## src/rtl/data_mem_responder.sv

```systemverilog
// Word-addressed data memory with a fixed-latency read response FSM.
// Optional macro DMEM_ALIGN_CHECK_EN rejects requests whose i_addr[2:0] is nonzero.
module data_mem_responder #(
    parameter int ADDR_W = 64,
    parameter int DATA_W = 64,
    parameter int DEPTH  = 32,
    parameter int LAT    = 3
) (
    input  logic              i_clk,
    input  logic              i_rst_n,
    input  logic              i_MemRead,
    input  logic              i_MemWrite,
    input  logic [ADDR_W-1:0] i_addr,
    input  logic [DATA_W-1:0] i_wdata,
    output logic              o_valid_data,
    output logic [DATA_W-1:0] o_rdata,
    output logic              o_busy,
    output logic              o_error
);

    localparam int IDX_W = $clog2(DEPTH);

    localparam logic [1:0] ST_IDLE = 2'd0;
    localparam logic [1:0] ST_WAIT = 2'd1;
    localparam logic [1:0] ST_RESP = 2'd2;

    localparam logic [3:0] CNT_INIT = (LAT > 1) ? 4'(LAT - 2) : 4'd0;

    logic [1:0]        state_q, state_d;
    logic [3:0]        cnt_q, cnt_d;
    logic [IDX_W-1:0]  idx_q, idx_d;
    logic              valid_q, valid_d;
    logic              busy_q, busy_d;
    logic [DATA_W-1:0] rdata_q, rdata_d;
    logic [DATA_W-1:0] mem_q [DEPTH];

    logic              mem_we;
    logic [IDX_W-1:0]  req_idx;
    logic              misaligned;
    logic              unused_addr;

    assign req_idx     = i_addr[IDX_W+2:3];
    assign unused_addr = ^{i_addr[ADDR_W-1:IDX_W+3], i_addr[2:0]};

`ifdef DMEM_ALIGN_CHECK_EN
    logic error_q, error_d;

    assign misaligned = |i_addr[2:0];
    assign error_d    = (state_q == ST_IDLE) && (i_MemRead || i_MemWrite) && misaligned;
    assign o_error    = error_q;

    always_ff @(posedge i_clk or negedge i_rst_n) begin
        if (!i_rst_n) begin
            error_q <= 1'b0;
        end else begin
            error_q <= error_d;
        end
    end
`else
    assign misaligned = 1'b0;
    assign o_error    = 1'b0;
`endif

    always_comb begin
        state_d = state_q;
        cnt_d   = cnt_q;
        idx_d   = idx_q;
        mem_we  = 1'b0;
        rdata_d = rdata_q;

        case (state_q)
            ST_IDLE: begin
                // Write wins over a simultaneous read; the read is dropped.
                if ((i_MemRead || i_MemWrite) && !misaligned) begin
                    if (i_MemWrite) begin
                        mem_we = 1'b1;
                    end else begin
                        idx_d = req_idx;
                        if (LAT == 1) begin
                            state_d = ST_RESP;
                        end else begin
                            cnt_d   = CNT_INIT;
                            state_d = ST_WAIT;
                        end
                    end
                end
            end
            ST_WAIT: begin
                if (cnt_q == 4'd0) begin
                    state_d = ST_RESP;
                end else begin
                    cnt_d = cnt_q - 4'd1;
                end
            end
            ST_RESP: begin
                state_d = ST_IDLE;
            end
            default: begin
                state_d = ST_IDLE;
            end
        endcase

        // Outputs are registered from the next state so they line up with it.
        valid_d = (state_d == ST_RESP);
        busy_d  = (state_d != ST_IDLE);
        if (state_d == ST_RESP) begin
            rdata_d = mem_q[idx_d];
        end
    end

    always_ff @(posedge i_clk or negedge i_rst_n) begin
        if (!i_rst_n) begin
            state_q <= ST_IDLE;
            cnt_q   <= '0;
            idx_q   <= '0;
            valid_q <= 1'b0;
            busy_q  <= 1'b0;
            rdata_q <= '0;
        end else begin
            state_q <= state_d;
            cnt_q   <= cnt_d;
            idx_q   <= idx_d;
            valid_q <= valid_d;
            busy_q  <= busy_d;
            rdata_q <= rdata_d;
        end
    end

    always_ff @(posedge i_clk or negedge i_rst_n) begin
        if (!i_rst_n) begin
            for (int unsigned i = 0; i < DEPTH; i++) begin
                mem_q[i] <= '0;
            end
        end else if (mem_we) begin
            mem_q[req_idx] <= i_wdata;
        end
    end

    assign o_valid_data = valid_q;
    assign o_rdata      = rdata_q;
    assign o_busy       = busy_q;

endmodule
```

## config.mk

```make
export PLATFORM = sky130hd
export DESIGN_NAME = data_mem_responder
export DESIGN_NICKNAME = d
export VERILOG_FILES = /design/src/rtl/data_mem_responder.sv
export SDC_FILE = /design/constraint.sdc
export NUM_CORES = 2
export LEC_CHECK = 0
export CAP_MARGIN = 0
export CORE_MARGIN = 2
export CORE_UTILIZATION = 28
export CTS_BUF_LIST = sky130_fd_sc_hd__clkbuf_8
export DETAILED_ROUTE_END_ITERATION = 8
export GPL_TIMING_DRIVEN = 0
export PLACE_DENSITY = 0.39
export SLEW_MARGIN = 20
export SYNTH_ARGS = -nofsm -noshare
export SYNTH_HDL_FRONTEND = slang
export SYNTH_SLANG_ARGS = --single-unit
```

## constraint.sdc

```tcl
create_clock -name i_clk -period 8.5 [get_ports i_clk]
set_input_delay 1.7 -clock i_clk [delete_from_list [all_inputs] [get_ports i_clk]]
set_output_delay 1.7 -clock i_clk [all_outputs]
set_load 0.02 [all_outputs]
```

* Word-level counts from Yosys, hierarchy flattened
Cells that the tools add are included.
** Word-level totals
- Flip-flop bits (word level) :: 2125
- Input port bits :: 132
- Logic and storage cells :: 76
- Output and inout port bits :: 67
** Cells by class
- Multiplexer cells :: 20
- Reductions and logical operators :: 7
- Add/subtract/negate cells :: 1
- Eq/ne operators :: 5
- Magnitude comparators :: 3
- Bitwise operators :: 2
** Operators with widths (count)
- bitwise mux 2048 bit :: 1
- binary-select mux 64 bit (select 5 bit) :: 1
- demux 64 bit (select 5 bit) :: 1
- two-way mux 64 bit :: 3
- two-way mux 5 bit :: 3
- >= comparator 6 bit, second input constant :: 2
- two-way mux 4 bit :: 3
- NOT 5 -> 6 bit :: 2
- case mux 4 bit (2 select lines) :: 1
- < comparator 6 x 1 -> 1 bit, second input constant :: 1
- two-way mux 2 bit :: 3
- != test 2 bit, second input constant :: 3
- zero test 4 bit :: 1
- case mux 2 bit (2 select lines) :: 1
- AND reduction 4 bit :: 1
- nonzero test 2 bit :: 2
- subtractor 4 x 1 -> 4 bit, second input constant :: 1
- two-way mux 1 bit :: 3
- == test 2 x 1 -> 1 bit, second input constant :: 1
- == test 2 bit, second input constant :: 1
- zero test 2 bit :: 1
- logical AND 1 bit :: 1
- logical OR 1 bit :: 1

* Logic depth before layout (Yosys ltp)
- Depth in word-level cells :: 7
- Mapped depth :: 13
- Mapped depth without buffers :: 10

* Worst setup path after synthesis
Ideal clock, no wire load.
- Path kind :: input-to-reg
- From :: input port i_MemWrite
- To :: register rdata_q[15] (netlist: o_rdata[15])
- Path slack :: 4.181 ns
- Stages on the path :: 9
- Library setup time :: 0.129 ns
- Data arrival time :: 4.191 ns
- Required time :: 8.371 ns
- Path buffers :: 2
- Path through :: nor4b_4 > mux2i_1 > inv_2 > buf_4 > buf_2 > mux4_2 > a2111oi_0 > o22ai_1 > a2111o_1
** On the way
- Longest elaborated chain between the ends :: 7
- Elaborated cells on any way between the ends :: 12
- Classes of those cells :: eq/ne: 1; mux: 9; bitwise: 1; reduce/logical: 1
** RTL lines
- start: declaration :: RTL line 12 : input logic i_MemWrite,
- two-way mux 5 bit / logical OR 1 bit (equally long branches) :: RTL line 75, 74
- two-way mux 5 bit :: RTL line 74 : if ((i_MemRead || i_MemWrite) && !misaligned) begin
- two-way mux 5 bit :: RTL line 71 : case (state_q)
- NOT 5 -> 6 bit (implied by the code) :: RTL line 107 : rdata_d = mem_q[idx_d];
- binary-select mux 64 bit (select 5 bit) :: RTL line 107
- two-way mux 64 bit (implied by the code) (2 in a row) :: RTL line 107
- end signal: assignment :: RTL line 125 : rdata_q <= rdata_d;
- end: declaration :: RTL line 34 : logic [DATA_W-1:0] rdata_q, rdata_d;
Parallel ways exist; a longest one is shown, timed or not. The select of a mux whose other input is x is not followed.
A chain may end at the register's enable or synchronous reset.

* Final worst setup path
- From :: input port i_MemWrite
- To :: register rdata_q[57] (netlist: o_rdata[57])
Same word-level chain as after synthesis.

==> reports/results.ini <==
[sta]
rsz0062_at_grt=false
setup_tns_ps=0
period_minus_slack_ps=7420
worst_slew_pin_slew_ps=1350
worst_hold_slack_ps=498
clock_skew_ps=79.0
hold_violations=0
relSlewSlack_pct=9.95
timing.final.crit_share_pct=87.3
slew_viol_final=0
final-setup-viol-count=0
fmax_mhz=135

[floorplan]
num_rows=215
die_w_um=591
pin_count=199
start_util_pct=28.1
coreArea_sq_um=343000
die-area_sq_um=349000
die_h_um=591

[setup_path]
path_depth=11
r2r_cells=10
cp.arrival_ps=8500
cpMostUsedCell=clkbuf_1
worst-endpoint-required_ps=9580
cpPeakStageDelay_ps=1010
crit_family=buffers and inverters
crit_path_cell_trace=clkdlybuf4s50_1 > nor4b_4 > mux2i_1 > clkbuf_1 > clkbuf_1 > buf_1 > clkbuf_1 > nand2_1 > a31oi_1 > o211ai_1 > nand4_1
end_kind=register
crit_path_start_kind=input port
crit_type=in -> reg
cp_slowest_cell=clkbuf_1
cp_max_fo=10
critPathBufInv=5

[placed_design]
place_congestion=0.923
port_buffers=135
dp_hpwl_um=366000

[flow_run]
max-cap-violations=0

[cts]
postCtsSetupBuffers=0
ctsHoldBuffers=0
clockBufferDepth=4
clk_pin_slew_ps=60
clk_latency_ps=1160
cts.sinks=2125
htree_levels=5
tritoncts=yes
cts-root-buf=clkbuf_8
cts.repair.resized=0
cts_buffers=401

[grt]
grt_pass1_vias=74200
overflow=0
grt_pass1_wl_um=690000
grt_max_degree=143
antenna_found_initial=70
track_usage_pct=29.7

[logic_synthesis]
synth_edf_count=0
synthCells=7962
yosys_warnings=0
synth_area_per_cell_sq_um=12.1
netlist.area_leader.share_pct=55.1
seq_area_frac_synth_pct=55.1
yosys-top-cells-area=dfrtp_1 55%, mux2_2 24%, nand2_1 5.7%
yosysUniqueCellTypes=54
synthArstFlopShare_pct=100
ys_seq_elements=2125
synthesis.nets=8096
ys.flop_type=dfrtp_1
synth_top_area_cell=dfrtp_1
synth_area_sq_um=96500

[detailed_routing]
wl_per_cell_um=39.0
drtPass1Iterations=7
drc_errors=0
ant_nets=0
vias=74100
viasPerCell=5.48
wirelength_um=527000
drt_iter0_markers=7796

[power_and_ir_drop]
ir_drop_v=0.000313
power_leakage_nw=53.4
power_mw=43.2
power_density_nw_per_um2=375

[cells_and_area]
area_delta_synth_final_pct=19.4
nets=8774
nFillCells=34300
layout-drive-gt1-share_pct=37.0

[status]
status=completed

[min_path]
hold_path.class=in -> async

## synthesized netlist by cell type (all sizes together), types with 2 or more instances
library cell	instances
mux2i	106
mux4	113
a2111oi	26
a31oi	145
buf	148
inv	8
or3b	2
o211ai	52
a32oi	22
o21ai	34
o221ai	13
nor3	8
nor2	35
and2	28
nand2	1467
o22ai	56
and3	51
o2111ai	19
a21oi	121
a211o	2
ha	2
a2111o	26
nor4	4
clkbuf	594
dfrtp	2125
or2	2
nand3	589
nor3b	3
nand4b	8
o311a	26
o221a	4
nor4b	2
or4	3
nand3b	2
mux2	2048
nand4	32
a31o	26
## report_power, final
group | internal (mW) | switching [mW] | total (mW)
clock network | 5.28 | 4.79 | 10.1
logic | 5.67 | 13.0 | 18.7
registers | 12.9 | 1.56 | 14.4
## cells in the final DEF (no fill, tap or decap), drive strengths merged, types with 34 or more instances in the layout
master and n:
a31oi 145, nor2 35, mux2 2048, mux2i 106, o211ai 52, clkbuf 1090, clkdlybuf4s50 134, dfrtp 2125
and3 51, buf 289, mux4 113, a21oi 121, nand3 589, o21ai 34, nand2 1467, o22ai 56
inv 165
## flip-flops by register name, summed over array words and instances, names as in the netlist
register,flops
mem_q,2048
o_rdata,64
idx_q,5
cnt_q,4
state_q,2
o_busy,1
o_valid_data,1
## final cells by class
class | instances | area (sq um) | share of cell area (%)
diodes | 32 | 80.1 | 0.0695
plain buffers | 742 | 3390 | 2.94
clock buffers | 496 | 6830 | 5.93
clock inverters | 192 | 952 | 0.827
inverters | 9 | 33.8 | 0.0293
multi-input cells | 5086 | 40400 | 35.1
flip-flops and latches | 2125 | 53200 | 46.2
well taps | 4557 | 5700 | 4.95
repair buffers | 275 | 4570 | 3.97
## metrics by stage
step | worst slack [ps] | utilization, % | std cells | instance area [sq um]
after detailed placement | 178 | 31.3 | 12800 | 107000
after global placement | -95140 | 30.2 | 12700 | 104000
after floorplan | 4180 | - | 7962 | 96500
final | 1080 | 33.6 | 13500 | 115000
after CTS | 1370 | 33.6 | 13500 | 115000
after global routing | 1250 | 33.6 | 13500 | 115000
## kinds of logic (layout without fill, tap and decap cells)
group,count (synthesis),in the layout,share of synthesized area [%]
XOR/XNOR,2,2,0.0182
AND/OR/NAND/NOR,2241,2241,9.93
multiplexers,2267,2267,27.6
buffers and inverters,751,1714,3.15
other,1,33,0.00389
AO/OA/AOI/OAI,573,573,4.12
flip-flops,2125,2125,55.1
adder cells (fa/ha/maj),2,2,0.0259
## metal layers
metal,routed length [um],GRT usage [%],share of wire [%]
met1,218000,38.1,41
met2,230000,45.2,44
met3,39800,6.81,7.6
met4,38500,18.7,7.3
met5,125,0,0.024
## worst paths after layout
path / startpoint / to / slack, ps
min in group i_clk: mem_q[849] / mem_q[849] / 500
min: i_rst_n / mem_q[607] / 500
min reg2reg: mem_q[849] / mem_q[849] / 500
max reg2reg: state_q[0] / o_rdata[57] / 1850
max in group asynchronous: i_rst_n / mem_q[131] / 4870
max: i_MemWrite / o_rdata[57] / 1080
Power figures use the tool's default switching activity.
